===== src/rtl/mem_wb_stage.sv =====
// MIPS memory-access stage and MEM/WB pipeline register.
// Handshakes with data memory, stalls upstream during an access, flags misalignment and timeouts.
`timescale 1ns/1ps

module mem_wb_stage #(
  parameter int unsigned TIMEOUT  = 255,
  parameter logic [31:0] ERR_DATA = 32'hDEADBEEF
) (
  input  logic        Clk,
  input  logic        Rst,
  input  logic        MemRead_in,
  input  logic        MemWrite_in,
  input  logic        RegWrite_in,
  input  logic        MemToReg_in,
  input  logic [31:0] ALUResult_in,
  input  logic [31:0] ReadData2_in,
  input  logic [4:0]  WriteRegAddress_in,
  input  logic [31:0] NextInstruct_in,
  input  logic [31:0] Instruction_in,
  input  logic        ErrClr,
  output logic        DMemReq,
  output logic        DMemWe,
  output logic [31:0] DMemAddr,
  output logic [31:0] DMemWData,
  input  logic [31:0] DMemRData,
  input  logic        DMemReady,
  output logic        Stall,
  output logic        RegWrite_out,
  output logic        MemToReg_out,
  output logic [31:0] ReadData_out,
  output logic [31:0] ALUResult_out,
  output logic [4:0]  WriteRegAddress_out,
  output logic [31:0] NextInstruct_out,
  output logic [31:0] Instruction_out,
  output logic        AlignErr,
  output logic        BusErr
);

  // state | meaning
  // IDLE  | accepting EX/MEM fields; an aligned mem op launches a request
  // REQ   | DMemReq high, waiting for DMemReady or the timeout
  // DONE  | access finished; MEM/WB loads the held fields plus captured data
  typedef enum logic [1:0] {IDLE, REQ, DONE} stateT;

  localparam logic [15:0] LAST_WAIT = 16'(TIMEOUT - 1);

  stateT       state;
  stateT       stateNext;
  logic [15:0] waitCnt;
  logic [31:0] capData;

  logic memOp;
  logic misAligned;
  logic timeoutHit;
  logic stallInt;
  logic accStart;
  logic accDone;
  logic alignSet;
  logic busErrSet;

  assign memOp      = MemRead_in | MemWrite_in;
  assign misAligned = memOp & (ALUResult_in[1:0] != 2'b00);
  assign timeoutHit = (waitCnt == LAST_WAIT);
  assign alignSet   = (state == IDLE) & misAligned;

  always_comb begin
    stateNext = state;
    stallInt  = 1'b0;
    accStart  = 1'b0;
    accDone   = 1'b0;
    busErrSet = 1'b0;
    case (state)
      IDLE: begin
        if (memOp && !misAligned) begin
          stallInt  = 1'b1;
          accStart  = 1'b1;
          stateNext = REQ;
        end
      end
      REQ: begin
        stallInt = 1'b1;
        if (DMemReady) begin
          accDone   = 1'b1;
          stateNext = DONE;
        end else if (timeoutHit) begin
          accDone   = 1'b1;
          busErrSet = 1'b1;
          stateNext = DONE;
        end
      end
      DONE:    stateNext = IDLE;
      default: stateNext = IDLE;
    endcase
  end

  // Gate with reset so a mem op presented during reset cannot stall upstream.
  assign Stall = stallInt & Rst;

  always_ff @(posedge Clk or negedge Rst) begin
    if (!Rst) begin
      state <= IDLE;
    end else begin
      state <= stateNext;
    end
  end

  always_ff @(posedge Clk or negedge Rst) begin
    if (!Rst) begin
      DMemReq   <= 1'b0;
      DMemWe    <= 1'b0;
      DMemAddr  <= 32'h0;
      DMemWData <= 32'h0;
      waitCnt   <= 16'h0;
      capData   <= 32'h0;
    end else if (accStart) begin
      DMemReq   <= 1'b1;
      DMemWe    <= MemWrite_in;
      DMemAddr  <= ALUResult_in;
      DMemWData <= ReadData2_in;
      waitCnt   <= 16'h0;
      capData   <= 32'h0;
    end else if (state == REQ) begin
      waitCnt <= waitCnt + 16'h1;
      if (accDone) begin
        DMemReq <= 1'b0;
        if (busErrSet) begin
          capData <= ERR_DATA;
        end else if (!DMemWe) begin
          capData <= DMemRData;
        end
      end
    end
  end

  always_ff @(posedge Clk or negedge Rst) begin
    if (!Rst) begin
      RegWrite_out        <= 1'b0;
      MemToReg_out        <= 1'b0;
      ReadData_out        <= 32'h0;
      ALUResult_out       <= 32'h0;
      WriteRegAddress_out <= 5'h0;
      NextInstruct_out    <= 32'h0;
      Instruction_out     <= 32'h0;
    end else if (stallInt) begin
      RegWrite_out <= 1'b0;
      MemToReg_out <= 1'b0;
    end else begin
      RegWrite_out        <= RegWrite_in & ~alignSet;
      MemToReg_out        <= MemToReg_in;
      ReadData_out        <= (state == DONE) ? capData : 32'h0;
      ALUResult_out       <= ALUResult_in;
      WriteRegAddress_out <= WriteRegAddress_in;
      NextInstruct_out    <= NextInstruct_in;
      Instruction_out     <= Instruction_in;
    end
  end

  // A fresh error wins over a simultaneous clear.
  always_ff @(posedge Clk or negedge Rst) begin
    if (!Rst) begin
      AlignErr <= 1'b0;
      BusErr   <= 1'b0;
    end else begin
      AlignErr <= alignSet  | (AlignErr & ~ErrClr);
      BusErr   <= busErrSet | (BusErr   & ~ErrClr);
    end
  end

endmodule


===== config.mk =====
export PLATFORM = sky130hd
export DESIGN_NAME = mem_wb_stage
export DESIGN_NICKNAME = d
export VERILOG_FILES = /design/src/rtl/mem_wb_stage.sv
export SDC_FILE = /design/constraint.sdc
export NUM_CORES = 1
export LEC_CHECK = 0
export BUFFER_PORTS_ARGS = -buffer_cell sky130_fd_sc_hd__buf_2
export CAP_MARGIN = 20
export CELL_PAD_IN_SITES_DETAIL_PLACEMENT = 1
export CELL_PAD_IN_SITES_GLOBAL_PLACEMENT = 2
export CORE_MARGIN = 8
export CORE_UTILIZATION = 31
export CTS_BUF_LIST = sky130_fd_sc_hd__clkbuf_16
export CTS_CLUSTER_DIAMETER = 80
export DETAILED_ROUTE_END_ITERATION = 10
export GPL_TIMING_DRIVEN = 0
export PLACE_DENSITY_LB_ADDON = 0.2
export SYNTH_ARGS = -nofsm -noshare
export SYNTH_HDL_FRONTEND = slang
export SYNTH_SLANG_ARGS = --single-unit
export TNS_END_PERCENT = 5

===== constraint.sdc =====
create_clock -name Clk -period 4.6 [get_ports Clk]
set_input_delay 0.92 -clock Clk [delete_from_list [all_inputs] [get_ports Clk]]
set_output_delay 0.92 -clock Clk [all_outputs]
set_load 0.01 [all_outputs]

==> qor.csv <==
stage,metric,value,unit
sta,fin_skew,0.0101,ns
worst_setup_path,cp-start-kind,primary input,
cells_and_area,mostFrequentLayoutCell,nand2_1,
sta,slew_headroom,51.3,%
clock_tree,cts_resized,0,
worst_setup_path,crit_end,Stall,
min_path,min_path_type,primary input to asynchronous set/reset pin,
yosys,synthArstFlopShare,100,%
yosys,ys.flop_type,dfrtp_1,
power,power_density,507,nW/um^2
power,vdd_drop_max,290,uV
global_routing,grt_max_degree,100,
worst_setup_path,rrSetupSlack,2.23,ns
cells_and_area,layout-drive-gt1-share,31.4,%
cells_and_area,fin_nets,1549,
worst_setup_path,critPathTopFamily,simple AND/OR/NAND/NOR gates,
clock_tree,cts.path.max_buffers,3,
global_routing,track_usage,18.3,%
global_routing,grt_first_pass_wirelength,53100,um
floorplanning,die_h,192,um
route,routedWlPerCell,19.2,um
worst_setup_path,crit_path_frequent_cell,buf_2,
worst_setup_path,crit_start,ALUResult_in[1],
worst_setup_path,critPathMaxFanout,10,
route,routed_wl,34400,um
clock_tree,clkTransAtPathRegs,0.06,ns
power,p_sw,2.03,mW
global_routing,grt_pass1_vias,8905,
worst_setup_path,cp_num_buf_inv,3,
place,dp.final_hpwl,25700,um
yosys,yosysTopAreaCell,dfrtp_1,
clock_tree,insertion_delay,0.54,ns
clock_tree,cts.sinks,253,
cells_and_area,final_cell_count_no_fill,1794,
place,gp_congestion,0.763,
global_routing,antenna_found_initial,9,
clock_tree,post-cts-setup-buffers,0,
sta,max_freq,296,MHz
floorplanning,core,30600,sq um
power,p_leak,7.23,nW
worst_setup_path,critPathMaxStageDelay,0.45,ns
yosys,synth_edf_count,0,
yosys,syn_nets,1139,
route,dr.pass1.iters,4,
cells_and_area,layout_common_cells,"503 x nand2_1, 382 x buf_2, 253 x dfrtp_1, 45 x clkbuf_1, 40 x a22o_1",
yosys,synth.area.top_cells,"dfrtp_1 66%, nand2_1 20%, a22o_1 3.6%",
place,place_inst,1738,
clock_tree,hold_buffers,0,
clock_tree,numCtsBuffers,30,
floorplanning,core.rowCount,64,
sta,slew_viol_final,0,
yosys,syn_inst,964,
run_status,status,"finished, final reports clean",
power,comb_power_share,21.1,%
yosys,synth_area,9630,sq um
yosys,synthDistinctLibCells,39,
worst_setup_path,reg2reg_from,state[1]$_DFFE_PN0P_,
place,dpl_cell_area,12100,sq um
power,p_sw_share,30.7,%
power,seqPwrFrac,43.9,%
worst_setup_path,arrival,2.46,ns
sta,tightest_slew,0.730,ns
yosys,syn_area_per_cell,9.99,sq um
sta,hold_ws,0.328,ns
clock_tree,root_buffer,clkbuf_16,
yosys,yosysWarnings,0,
place,portBuffers,376,
flow_run,drv_cap,0,
clock_tree,cts_tree,done,
worst_setup_path,cp_slowest_cell,clkbuf_1,
sta,period_minus_slack,3.38,ns
floorplanning,die-area,37000,sq um
worst_setup_path,cp_cell_sequence,buf_2 > nor2_1 > nand3b_1 > nand2_1 > clkbuf_1 > and2_1 > buf_2,
floorplanning,die_w,192,um
route,drc,0,
floorplanning,pin_count,377,
global_routing,grt_remaining_overflow,0,
worst_setup_path,worstSetupPathType,primary input to output pin,
clock_tree,htree_levels,1,
worst_setup_path,worst-path-stages,7,
worst_setup_path,end_kind,output pin,
sta,min_period_over_period,73.4,%
worst_setup_path,cp.required,3.68,ns
sta,rsz0062_at_grt,false,
route,drtAntennaViolNets,0,
sta,hold_viol,0,
cells_and_area,design_area,13000,sq um
worst_setup_path,r2r-end,ALUResult_out[15]$_DFFE_PN0N_,
yosys,yosysSeqAreaShare,65.7,%
floorplanning,initial_utilization,31.5,%
place,pre_cts_ws,1.18,ns
sta,finalSetupViolCount,0,
sta,postLayoutSetupSlackWorst,1.22,ns
worst_setup_path,ff2ff_path_depth,7,
cells_and_area,final_core_util,42.6,%
route,via_per_inst,4.60,
power,p_int,4.57,mW
cells_and_area,syn_to_final_growth,35.4,%
yosys,yosys_register_bits,253,
route,drt_iter0_markers,339,
yosys,yosys.area.top_type_share,65.7,%
power,power_frac_clock,35.0,%
route,vias,8251,
-- cells in the mapped netlist (2+ instances only) --
cell and number:
buf_1 3, nand4_1 7, buf_2 7, a22o_1 40
dfrtp_1 253, inv_1 4, nand3_1 7, and2_1 4
a31oi_1 2, nor2_1 12, xor2_1 3, o221a_2 4
clkbuf_1 45, o41ai_1 3, and3_1 6, nand2_1 503
o311ai_0 2, ha_1 2, o221a_1 20, nand2b_1 3
mux2i_1 4, buf_6 2, or4_1 2, nor2b_1 2
o21ai_0 10
-- per-stage QoR --
step                total power, mW  TNS (ns)
floorplan                      3.60         0
global placement               4.32   -621.33
detailed placement             4.37         0
CTS                            6.73         0
global route                   7.01         0
finish                         6.60         0
-- power by group through the flow --
stage | clock [mW] | combinational (mW) | sequential [mW]
floorplan | 0 | 0.526 | 3.07
global placement | 0 | 1.40 | 2.92
detailed placement | 0 | 1.43 | 2.94
CTS | 2.39 | 1.44 | 2.91
global route | 2.47 | 1.58 | 2.96
finish | 2.31 | 1.39 | 2.90
-- cell type report --
type	instances	area, sq um
antenna	5	12.5
buffer	58	245
clock buffer	31	776
clock inverter	20	174
fill	3588	17600
inverter	4	15.0
multi-input combinational	649	3040
sequential	253	6330
tap	396	495
timing repair buffer	378	1950
-- cell families (layout without fill, tap and decap cells) --
| group | count (synthesis) | count (layout) | share of synthesized area, % |
|---|---|---|---|
| xor gates and xnor gates | 3 | 3 | 0.273 |
| AOI/OAI and AO/OA | 87 | 87 | 8.00 |
| and+or+nand+nor | 553 | 553 | 22.6 |
| DFF | 253 | 253 | 65.7 |
| buffers and inverters | 62 | 491 | 2.70 |
| other | 0 | 5 | 0 |
| muxes | 4 | 4 | 0.416 |
| adders and majority gates | 2 | 2 | 0.260 |
-- how the worst min path moves through the flow --
stage	startpoint	endpoint	slack, ns	cells after the start
2_1_floorplan	waitCnt[7]$_DFFE_PN0N_	waitCnt[7]$_DFFE_PN0N_	0.44	1
3_5_place_dp	DMemAddr[27]$_DFFE_PN0P_	DMemAddr[27]$_DFFE_PN0P_	0.46	2
6_report	Rst	ReadData_out[7]$_DFFE_PN0N_	0.33	1
4_1_cts	Rst	capData[12]$_DFFE_PN0P_	0.32	1
3_3_place_gp	NextInstruct_out[7]$_DFFE_PN0N_	NextInstruct_out[7]$_DFFE_PN0N_	0.45	2
5_1_grt	Rst	capData[12]$_DFFE_PN0P_	0.35	1
-- registers in the layout (all words and copies together) (netlist names) --
name                 flops
ReadData_out            32
RegWrite_out             1
capData                 32
state                    2
Instruction_out         32
BusErr                   1
NextInstruct_out        32
DMemWe                   1
DMemWData               32
WriteRegAddress_out      5
DMemAddr                32
waitCnt                 16
AlignErr                 1
DMemReq                  1
MemToReg_out             1
ALUResult_out           32
-- routing by layer --
layer	track usage, %	wire length [um]
met3	6.54	3140
met5	0	73
met2	29.2	16200
met4	5.26	898
met1	23.0	14100
(Power assumes the default switching activity.)
